## config.mk

```make
export PLATFORM = sky130hd
export DESIGN_NAME = seg_scan_decoder
export DESIGN_NICKNAME = d
export VERILOG_FILES = /design/src/rtl/seg_scan_decoder.sv
export SDC_FILE = /design/constraint.sdc
export NUM_CORES = 1
export LEC_CHECK = 0
export BUFFER_PORTS_ARGS = -buffer_cell sky130_fd_sc_hd__buf_2
export CAP_MARGIN = 20
export CORE_MARGIN = 5
export CORE_UTILIZATION = 48
export DETAILED_ROUTE_END_ITERATION = 12
export PLACE_DENSITY = 0.76
export SKIP_CTS_REPAIR_TIMING = 1
export SYNTH_ARGS = -nofsm -noshare
export SYNTH_HDL_FRONTEND = slang
export SYNTH_SLANG_ARGS = --single-unit
export TNS_END_PERCENT = 10
```

## constraint.sdc

```tcl
create_clock -name clk -period 6 [get_ports clk]
set_input_delay 0.9 -clock clk [delete_from_list [all_inputs] [get_ports clk]]
set_output_delay 0.9 -clock clk [all_outputs]
set_load 0.02 [all_outputs]
```

## src/rtl/seg_scan_decoder.sv

```systemverilog
// Receive-side decoder for a four-digit multiplexed seven-segment bus: filters
// the scan lines, assembles a frame aligned to the leftmost digit, decodes hex.
module seg_scan_decoder #(
    parameter int SETTLE_CYCLES = 16
) (
    input  logic        clk,
    input  logic        rst,
    input  logic [7:0]  seg_in,
    input  logic [3:0]  an_in,
    output logic [31:0] pattern,
    output logic [15:0] hex,
    output logic [3:0]  dp,
    output logic [3:0]  hex_ok,
    output logic        frame_valid,
    output logic        frame_changed,
    output logic        an_error
);

    typedef enum logic [1:0] {
        ALIGN,
        COLLECT,
        COMMIT
    } state_t;

    localparam logic [7:0] SETTLE = 8'(SETTLE_CYCLES);

    logic [7:0]  seg_s1_q, seg_s1_d, seg_s2_q, seg_s2_d;
    logic [3:0]  an_s1_q, an_s1_d, an_s2_q, an_s2_d;
    logic [7:0]  settle_q, settle_d;
    logic        accept_q, accept_d;
    state_t      state_q, state_d;
    logic [3:0]  seen_q, seen_d;
    logic [31:0] frame_q, frame_d;
    logic [31:0] pattern_q, pattern_d;
    logic [15:0] hex_q, hex_d;
    logic [3:0]  dp_q, dp_d;
    logic [3:0]  hex_ok_q, hex_ok_d;
    logic        frame_valid_q, frame_valid_d;
    logic        frame_changed_q, frame_changed_d;
    logic        an_error_q, an_error_d;
    logic        have_prev_q, have_prev_d;

    logic [3:0]  an_low;
    logic        one_low;
    logic        sample_cap;
    logic        sample_bad;
    logic [1:0]  cap_digit;
    logic [3:0]  cap_bit;
    logic [15:0] dec_hex;
    logic [3:0]  dec_ok;
    logic [3:0]  dec_dp;

    // Returns {match, nibble}; bit 7 (DP) is never part of the lookup.
    function automatic logic [4:0] decode_seg(input logic [6:0] s);
        logic [4:0] r;
        case (s)
            7'h40:   r = 5'h10;
            7'h79:   r = 5'h11;
            7'h24:   r = 5'h12;
            7'h30:   r = 5'h13;
            7'h19:   r = 5'h14;
            7'h12:   r = 5'h15;
            7'h02:   r = 5'h16;
            7'h78:   r = 5'h17;
            7'h00:   r = 5'h18;
            7'h10:   r = 5'h19;
            7'h08:   r = 5'h1A;
            7'h03:   r = 5'h1B;
            7'h46:   r = 5'h1C;
            7'h21:   r = 5'h1D;
            7'h06:   r = 5'h1E;
            7'h0E:   r = 5'h1F;
            default: r = 5'h00;
        endcase
        return r;
    endfunction

    // The counter compares the word entering the second stage with the one in it,
    // so it reads 0 on the first cycle a new synchronized word is visible.
    always_comb begin
        seg_s1_d = seg_in;
        an_s1_d  = an_in;
        seg_s2_d = seg_s1_q;
        an_s2_d  = an_s1_q;
        if ({an_s1_q, seg_s1_q} != {an_s2_q, seg_s2_q}) begin
            settle_d = 8'd0;
        end else if (settle_q != SETTLE) begin
            settle_d = settle_q + 8'd1;
        end else begin
            settle_d = settle_q;
        end
        accept_d = (settle_d == SETTLE) && (settle_q != SETTLE);
    end

    always_comb begin
        an_low     = ~an_s2_q;
        one_low    = (an_low != 4'd0) && ((an_low & (an_low - 4'd1)) == 4'd0);
        sample_cap = accept_q && one_low;
        sample_bad = accept_q && (an_low != 4'd0) && !one_low;
        case (an_low)
            4'b0010: cap_digit = 2'd1;
            4'b0100: cap_digit = 2'd2;
            4'b1000: cap_digit = 2'd3;
            default: cap_digit = 2'd0;
        endcase
        cap_bit = 4'b0001 << cap_digit;
    end

    always_comb begin
        dec_hex = '0;
        dec_ok  = '0;
        dec_dp  = '0;
        for (int i = 0; i < 4; i++) begin
            {dec_ok[i], dec_hex[4*i +: 4]} = decode_seg(frame_q[8*i +: 7]);
            dec_dp[i] = ~frame_q[8*i + 7];
        end
    end

    always_comb begin
        state_d         = state_q;
        seen_d          = seen_q;
        frame_d         = frame_q;
        pattern_d       = pattern_q;
        hex_d           = hex_q;
        dp_d            = dp_q;
        hex_ok_d        = hex_ok_q;
        frame_valid_d   = 1'b0;
        frame_changed_d = 1'b0;
        have_prev_d     = have_prev_q;
        an_error_d      = sample_bad;
        unique case (state_q)
            ALIGN: begin
                if (sample_cap && cap_digit == 2'd3) begin
                    frame_d[31:24] = seg_s2_q;
                    seen_d         = 4'b1000;
                    state_d        = COLLECT;
                end
            end
            COLLECT: begin
                if (sample_cap) begin
                    frame_d[{cap_digit, 3'b000} +: 8] = seg_s2_q;
                    // A fresh leftmost digit means the scan restarted mid-frame.
                    if (cap_digit == 2'd3) begin
                        seen_d = 4'b1000;
                    end else begin
                        seen_d = seen_q | cap_bit;
                        if ((seen_q | cap_bit) == 4'hF) begin
                            state_d = COMMIT;
                        end
                    end
                end
            end
            COMMIT: begin
                pattern_d       = frame_q;
                hex_d           = dec_hex;
                dp_d            = dec_dp;
                hex_ok_d        = dec_ok;
                frame_valid_d   = 1'b1;
                frame_changed_d = !have_prev_q || (frame_q != pattern_q);
                have_prev_d     = 1'b1;
                seen_d          = 4'd0;
                state_d         = ALIGN;
            end
            default: state_d = ALIGN;
        endcase
    end

    always_ff @(posedge clk) begin
        if (rst) begin
            seg_s1_q        <= 8'hFF;
            seg_s2_q        <= 8'hFF;
            an_s1_q         <= 4'hF;
            an_s2_q         <= 4'hF;
            settle_q        <= 8'd0;
            accept_q        <= 1'b0;
            state_q         <= ALIGN;
            seen_q          <= 4'd0;
            frame_q         <= 32'd0;
            pattern_q       <= 32'd0;
            hex_q           <= 16'd0;
            dp_q            <= 4'd0;
            hex_ok_q        <= 4'd0;
            frame_valid_q   <= 1'b0;
            frame_changed_q <= 1'b0;
            an_error_q      <= 1'b0;
            have_prev_q     <= 1'b0;
        end else begin
            seg_s1_q        <= seg_s1_d;
            seg_s2_q        <= seg_s2_d;
            an_s1_q         <= an_s1_d;
            an_s2_q         <= an_s2_d;
            settle_q        <= settle_d;
            accept_q        <= accept_d;
            state_q         <= state_d;
            seen_q          <= seen_d;
            frame_q         <= frame_d;
            pattern_q       <= pattern_d;
            hex_q           <= hex_d;
            dp_q            <= dp_d;
            hex_ok_q        <= hex_ok_d;
            frame_valid_q   <= frame_valid_d;
            frame_changed_q <= frame_changed_d;
            an_error_q      <= an_error_d;
            have_prev_q     <= have_prev_d;
        end
    end

    assign pattern       = pattern_q;
    assign hex           = hex_q;
    assign dp            = dp_q;
    assign hex_ok        = hex_ok_q;
    assign frame_valid   = frame_valid_q;
    assign frame_changed = frame_changed_q;
    assign an_error      = an_error_q;

endmodule

```

==> summary.md, run 1 <==
| Metric | Value |
|---|---|
| Outcome | finished, final reports clean |
| Buffers on Ports | 72 |
| DRC | 0 |
| Clock latency on the worst-skew pair | 0.42 ns |
| WP data arrival | 3.14 ns |
| Comb power frac | 18.8% |
| CORE AREA | 13,900 µm² |
| Worst reg2reg path startpoint | an_s2_q[3] |
| Total power divided by cell area | 332 nW/µm² |
| Net Sw Power | 0.716 mW |
| Synth-to-Final Area Change | 14.4% |
| HP Class | reg -> reg |
| Final min period | 2.78 ns |
| WS Path Type | reg -> reg |
| CP startpoint | an_s2_q[3] |
| Post-Syn Instances | 769 |
| Final setup violating endpoints | 0 |
| Clk root buf | clkbuf_16 |
| CTS tree | built |
| Ys Warns | 0 |
| Die ar. | 16,600 µm² |
| VDD IR max | 0.000240 V |
| Post-synth ARST share | 0% |
| Maximum clock rate | 0.360 GHz |
| Final hold violations | 0 |
| Die Ht | 129 µm |
| DIE WIDTH | 129 µm |
| Final ANT Viol Nets | 0 |
| Clock H-tree levels | 4 |
| Post-Route Skew | 0.00740 ns |
| DRT iter0 DRCs | 539 |
| Worst-Margin Slew | 0.970 ns |
| P_leak | 3.14 nW |
| CTS Buf Count | 17 |
| Fillers | 1,252 |
| Final nets | 829 |
| Routed WL | 15,500 µm |
| Slowest CP cell | dfxtp_1 |
| HPWL after DPL | 10,400 µm |
| Initial antenna violation count | 0 |
| # clock sinks | 131 |
| Total gr overflow | 0 |
| Post-synth EDFFs | 0 |
| DRT Pass-1 Iters | 5 |
| Via Count | 5,653 |
| Fin worst setup slack | 3.22 ns |
| RSZ-0062 raised after global routing | no |
| Fin Setup TNS | 0 ns |
| CP endpoint kind | flip-flop |
| Rows | 43 |
| I/O Pins | 73 |
| First-pass GRT wire length | 25,300 µm |
| Rel. slew slack | 35.4% |
| Yosys reg bits | 131 |
| Max Fanout on Critical Path | 9 |
| Sequential fraction of the synthesis area | 38.7% |
| Hold path depth | 1 |
| Global-route usage over all layers | 18.8% |
| Critical-path cell list | xor2_1 > and3_1 > inv_1 > ha_1 > nor4b_1 > nand2_1 > a211oi_4 > a22o_1 |
| Wire length per cell | 15.6 µm |
| Share of layout cells above drive strength 1 | 18.8% |
| Hold endpoint | seg_s2_q[1] |
| Critical Path RT | 6.36 ns |
| Worst path max stage delay | 0.58 ns |
| Worst setup SP type | flip-flop |
| Mapped cell area | 6770 µm² |
| Pin count of the biggest net entering global routing | 69 |
| Clock slew at reported path FFs | 0.06 ns |
| Pins over their slew limit | 0 |
| Setup WS pre-CTS | 3.26 ns |
| Via density | 5.69 |
| R2R Path End | frame_q[27] |
| Int Power | 1.86 mW |
| Share of power burned in the clock network | 43.1% |
| Crit path max-delay family | simple AND/OR/NAND/NOR gates |
| Sw Share | 27.8% |
| Worst reg-to-reg path cell count | 8 |
| Flop2flop setup slack | 3.22 ns |
| Seq pwr share | 38.0% |
| Max_cap viols | 0 |
| CTS max path bufs | 2 |
| Syn Area/Cell | 8.80 µm² |
| Number of global-route vias before repair | 5,023 |
| Routability Congestion | 0.829 |
| Syn nets | 797 |
| Synth unique cells | 76 |
| Worst path bufs/invs | 1 |
| Starting Density | 48.8% |
| Main flop type after synthesis | dfxtp_1 |
| Hold path start | seg_s1_q[1] |
| N_diodes | 0 |
| Fraction of the cycle the final worst path needs | 46.3% |
-- power groups by stage --
stage | sequential, mW | combinational (mW) | clock [mW]
after floorplan | 1.04 | 0.330 | 0
after global placement | 0.996 | 0.482 | 0
after detailed placement | 0.996 | 0.491 | 0
after CTS | 0.979 | 0.490 | 1.13
after global routing | 0.988 | 0.533 | 1.17
final | 0.979 | 0.485 | 1.11
-- through the flow --
step | instances | power (mW) | cell area, µm² | util [%] | hold WS (ns)
detailed placement | 962 | 1.49 | 7100 | 51.2 | 0.447
global placement | 962 | 1.48 | 7100 | 51.2 | 0.446
CTS | 994 | 2.60 | 7750 | 55.8 | 0.463
global route | 994 | 2.69 | 7750 | 55.8 | 0.494
finish | 994 | 2.58 | 7750 | 55.8 | 0.459
floorplan | 769 | 1.37 | 6770 | - | 0.434
-- final cells by class --
type	count	area, µm²	share of cell area (%)
Clock buffer	20	467	6.02
Clock inverter	12	179	2.31
Inverter	17	66.3	0.856
Multi-Input combinational cell	561	3820	49.3
Sequential cell	131	2620	33.9
Tap cell	180	225	2.91
Timing Repair Buffer	73	370	4.78
-- placed cells by master (no fill, tap or decap), drive strengths merged, types with 5 or more instances in the layout --
| cell | count |
|---|---|
| dfxtp | 131 |
| nor2 | 85 |
| buf | 73 |
| xor2 | 55 |
| nand2 | 51 |
| a21oi | 41 |
| nand3 | 36 |
| mux2i | 35 |
| or2 | 25 |
| nor3 | 21 |
| a211oi | 20 |
| clkbuf | 20 |
| o21ai | 19 |
| inv | 17 |
| nor4 | 14 |
| ha | 14 |
| a22o | 12 |
| nor3b | 9 |
| a31oi | 8 |
| and3b | 8 |
| nand2b | 7 |
| xnor2 | 7 |
| and3 | 5 |
| nand3b | 5 |
| nor2b | 5 |
| a311oi | 5 |
| clkinv | 5 |
| a2111oi | 5 |
-- logic make-up (layout without fill, tap and decap cells) --
family / Yosys count / count (layout) / share of synthesized area [%]
AO/OA/AOI/OAI: 152 / 152 / 16.7
XOR/XNOR: 62 / 62 / 8.30
adder cells (fa/ha/maj): 15 / 15 / 2.74
buffers and inverters: 77 / 122 / 5.06
flip-flops: 131 / 131 / 38.7
multiplexers: 36 / 36 / 5.40
AND/OR/NAND/NOR: 296 / 296 / 23.1
-- metal layers --
metal / up-vias / global-route usage [%] / routed length [µm]
li1: 2816 / - / -
met1: 2658 / 25.8 / 7320
met2: 156 / 29.2 / 7030
met3: 23 / 4.23 / 956
met4: 0 / 6.67 / 246
met5: - / 0 / 0
-- cell usage after synthesis (8+ instances only) --
library cell / n / area share [%]
nor4_1: 14 / 1.3
nor3b_1: 8 / 0.89
nand2_1: 51 / 2.8
a21oi_1: 41 / 3.0
buf_2: 15 / 1.1
xor2_1: 54 / 7.0
a22o_1: 12 / 1.6
dfxtp_1: 131 / 39
or2_2: 25 / 2.3
nand3_1: 34 / 2.5
a211oi_1: 17 / 1.9
a31oi_1: 8 / 0.74
clkbuf_1: 31 / 1.7
o21ai_0: 17 / 1.3
mux2i_1: 35 / 5.2
nor3_1: 20 / 1.5
inv_1: 16 / 0.89
ha_1: 14 / 2.6
nor2_1: 85 / 4.7
-- flip-flops by register name, indices dropped and copies added (netlist names) --
signal / cells
hex_ok: 4
pattern: 32
seen_q: 4
frame_q: 32
an_s1_q: 4
settle_q: 8
state_q: 2
dp: 4
an_error: 1
seg_s1_q: 8
an_s2_q: 4
have_prev_q: 1
frame_changed: 1
hex: 16
accept_q: 1
seg_s2_q: 8
frame_valid: 1
-- worst max path at each step --
stage | endpoint | slack (ns) | cells past startpoint
floorplan | frame_q[26] | 3.79 | 10
global placement | frame_q[28] | 3.32 | 8
detailed placement | frame_q[24] | 3.26 | 8
CTS | frame_q[27] | 3.23 | 8
global route | frame_q[29] | 3.02 | 8
finish | frame_q[27] | 3.22 | 8
Power figures use the tool's default switching activity.
==> run 2, diff against run 1 <==
- PLACE_DENSITY: 0.76 -> 0.79
- clock period: 6 -> 2.3 ns (I/O delays scaled with it)
==> run 2 against run 1 <==
Final area is 2.5% higher. Wire length rose by 3.9%. Combinational power increased to 2.8 times the previous value. Utilization is 1.4 points higher. Clock skew about the same. Fmax up 27%. Sequential power grew to 2.6 times the previous value.
==> summary.md, run 2 (synthesis gave the netlist of run 1 again) <==
| Metric | Value |
|---|---|
| Outcome | finished, final reports clean (unchanged) |
| CP endpoint kind | flip-flop (unchanged) |
| Critical Path RT | 2.67 ns (was 6.36 ns) |
| Int Power | 4.64 mW (was 1.86 mW) |
| Final hold violations | 0 (unchanged) |
| Final ANT Viol Nets | 0 (unchanged) |
| Routability Congestion | 0.825 (was 0.829) |
| Via Count | 5,834 (was 5,653) |
| Post-Route Skew | 0.00697 ns (was 0.00740 ns) |
| Starting Density | 48.8% (unchanged) |
| CTS tree | built (unchanged) |
| Crit path max-delay family | compound AO/OA/AOI/OAI gates (was simple AND/OR/NAND/NOR gates) |
| Worst path max stage delay | 0.38 ns (was 0.58 ns) |
| Sw Share | 29.1% (was 27.8%) |
| CTS max path bufs | 2 (unchanged) |
| Fin worst setup slack | 0.119 ns (was 3.22 ns) |
| Global-route usage over all layers | 19.7% (was 18.8%) |
| Fillers | 1,233 (was 1,252) |
| Initial antenna violation count | 0 (unchanged) |
| Worst-Margin Slew | 0.648 ns (was 0.970 ns) |
| Post-Route Utilization | 57.2% (was 55.8%) |
| Wire length per cell | 15.8 µm (was 15.6 µm) |
| First-pass GRT wire length | 26,600 µm (was 25,300 µm) |
| HP Class | in -> reg (was reg -> reg) |
| Clock slew at reported path FFs | 0.06 ns (about the same) |
| Commonest non-fill, non-tap cell in the layout | dfxtp_1 (unchanged) |
| Net Sw Power | 1.91 mW (was 0.716 mW) |
| Rows | 43 (unchanged) |
| I/O Pins | 73 (unchanged) |
| Synth-to-Final Area Change | 17.3% (was 14.4%) |
| Slowest CP cell | a211oi_4 (was dfxtp_1) |
| Max Fanout on Critical Path | 8 (was 9) |
| Pins over their slew limit | 0 (unchanged) |
| Setup WS pre-CTS | 0.0517 ns (was 3.26 ns) |
| WS Path Type | reg -> reg (unchanged) |
| Worst path bufs/invs | 1 (unchanged) |
| P_leak | 3.25 nW (was 3.14 nW) |
| Total power divided by cell area | 825 nW/µm² (was 332 nW/µm²) |
| Clock latency on the worst-skew pair | 0.42 ns (about the same) |
| CTS Buf Count | 17 (unchanged) |
| N_diodes | 0 (unchanged) |
| Buffers on Ports | 72 (unchanged) |
| Critical-path cell list | xor2_1 > and3_1 > buf_4 > ha_2 > nor2b_1 > nor3_2 > o211ai_4 > a211oi_4 > a22o_1 (was xor2_1 > and3_1 > inv_1 > ha_1 > nor4b_1 > nand2_1 > a211oi_4 > a22o_1) |
| Total gr overflow | 0 (unchanged) |
| Worst setup SP type | flip-flop (unchanged) |
| Final nets | 858 (was 829) |
| # clock sinks | 131 (unchanged) |
| Routed WL | 16,200 µm (was 15,500 µm) |
| DRT Pass-1 Iters | 5 (unchanged) |
| Max_cap viols | 0 (unchanged) |
| Final min period | 2.18 ns (was 2.78 ns) |
| Seq pwr share | 38.8% (was 38.0%) |
| Comb power frac | 21.1% (was 18.8%) |
| Number of global-route vias before repair | 5,309 (was 5,023) |
| CORE AREA | 13,900 µm² (unchanged) |
| Clock H-tree levels | 4 (unchanged) |
| Commonest non-fill, non-tap cells in the layout | dfxtp_1, nor2_1, buf_2 (unchanged) |
| Die Ht | 129 µm (unchanged) |
| Rel. slew slack | 56.7% (was 35.4%) |
| WP data arrival | 2.55 ns (was 3.14 ns) |
| Fraction of the cycle the final worst path needs | 94.8% (was 46.3%) |
| Maximum clock rate | 0.458 GHz (was 0.360 GHz) |
| Share of layout cells above drive strength 1 | 21.8% (was 18.8%) |
| HPWL after DPL | 11,200 µm (was 10,400 µm) |
| Share of power burned in the clock network | 40.1% (was 43.1%) |
| Final setup violating endpoints | 0 (unchanged) |
| DIE WIDTH | 129 µm (unchanged) |
| DRT iter0 DRCs | 562 (was 539) |
| VDD IR max | 0.000578 V (was 0.000240 V) |
| Clk root buf | clkbuf_16 (unchanged) |
| DRC | 0 (unchanged) |
| Via density | 5.70 (was 5.69) |
| Pin count of the biggest net entering global routing | 66 (was 69) |
| Die ar. | 16,600 µm² (unchanged) |
==> run 2: cell types whose count changed in the layout (fill, tap and decap cells not counted), moves of 2 or more <==
cell and change:
dfxtp_2 +2, dfxtp_1 -2, buf_12 +2, bufinv_16 -2, clkbuf_8 -2, nor4b_1 -2, nor4b_2 +2, clkbuf_1 +3
buf_4 +25
==> run 2: path summary, 6_finish.rpt <==
path,startpoint,to,slack (ns),cells past startpoint
worst max register to register,an_s2_q[3],frame_q[26],0.12,9
worst min-delay path,an_in[3],an_s1_q[3],0.10,2
worst min register to register,hex[0],hex[0],0.45,2
worst max-delay path,an_s2_q[3],frame_q[26],0.12,9
==> run 2: power groups by stage <==
| stage | registers (mW) | logic [mW] | clock network [mW] |
|---|---|---|---|
| 3_3_place_gp | 2.58 | 1.35 | 0 |
| 6_report | 2.54 | 1.38 | 2.63 |
| 2_1_floorplan | 2.71 | 0.860 | 0 |
| 5_1_grt | 2.56 | 1.49 | 2.78 |
| 4_1_cts | 2.54 | 1.38 | 2.67 |
| 3_5_place_dp | 2.59 | 1.37 | 0 |
==> run 2: layout make-up <==
cell class                      instances  area (µm²)  share of cell area, %
Multi-Input combinational cell        561        3830                   48.2
Sequential cell                       131        2630                   33.1
Timing Repair Buffer                  102         614                   7.74
Clock buffer                           21         450                   5.67
Tap cell                              180         225                   2.84
Clock inverter                         11         129                   1.62
Inverter                               17        66.3                  0.835
==> run 2: stage by stage <==
stage	hold slack [ns]	total power, mW	cells	setup TNS (ns)	instance area (µm²)
floorplan	0.434	3.57	769	0	6770
global placement	0.440	3.93	989	0	7330
detailed placement	0.442	3.96	989	0	7330
CTS	0.0875	6.59	1021	0	7910
global route	0.0914	6.83	1023	-0.00525	7940
finish	0.103	6.55	1023	0	7940
==> run 2: layer usage <==
metal  wire, µm  track usage, %  up-vias
met5          0               0        -
met4        385            7.91        0
met3        946            4.69       32
met2       7470            30.8      179
met1       7360            26.3     2754
li1           -               -     2869
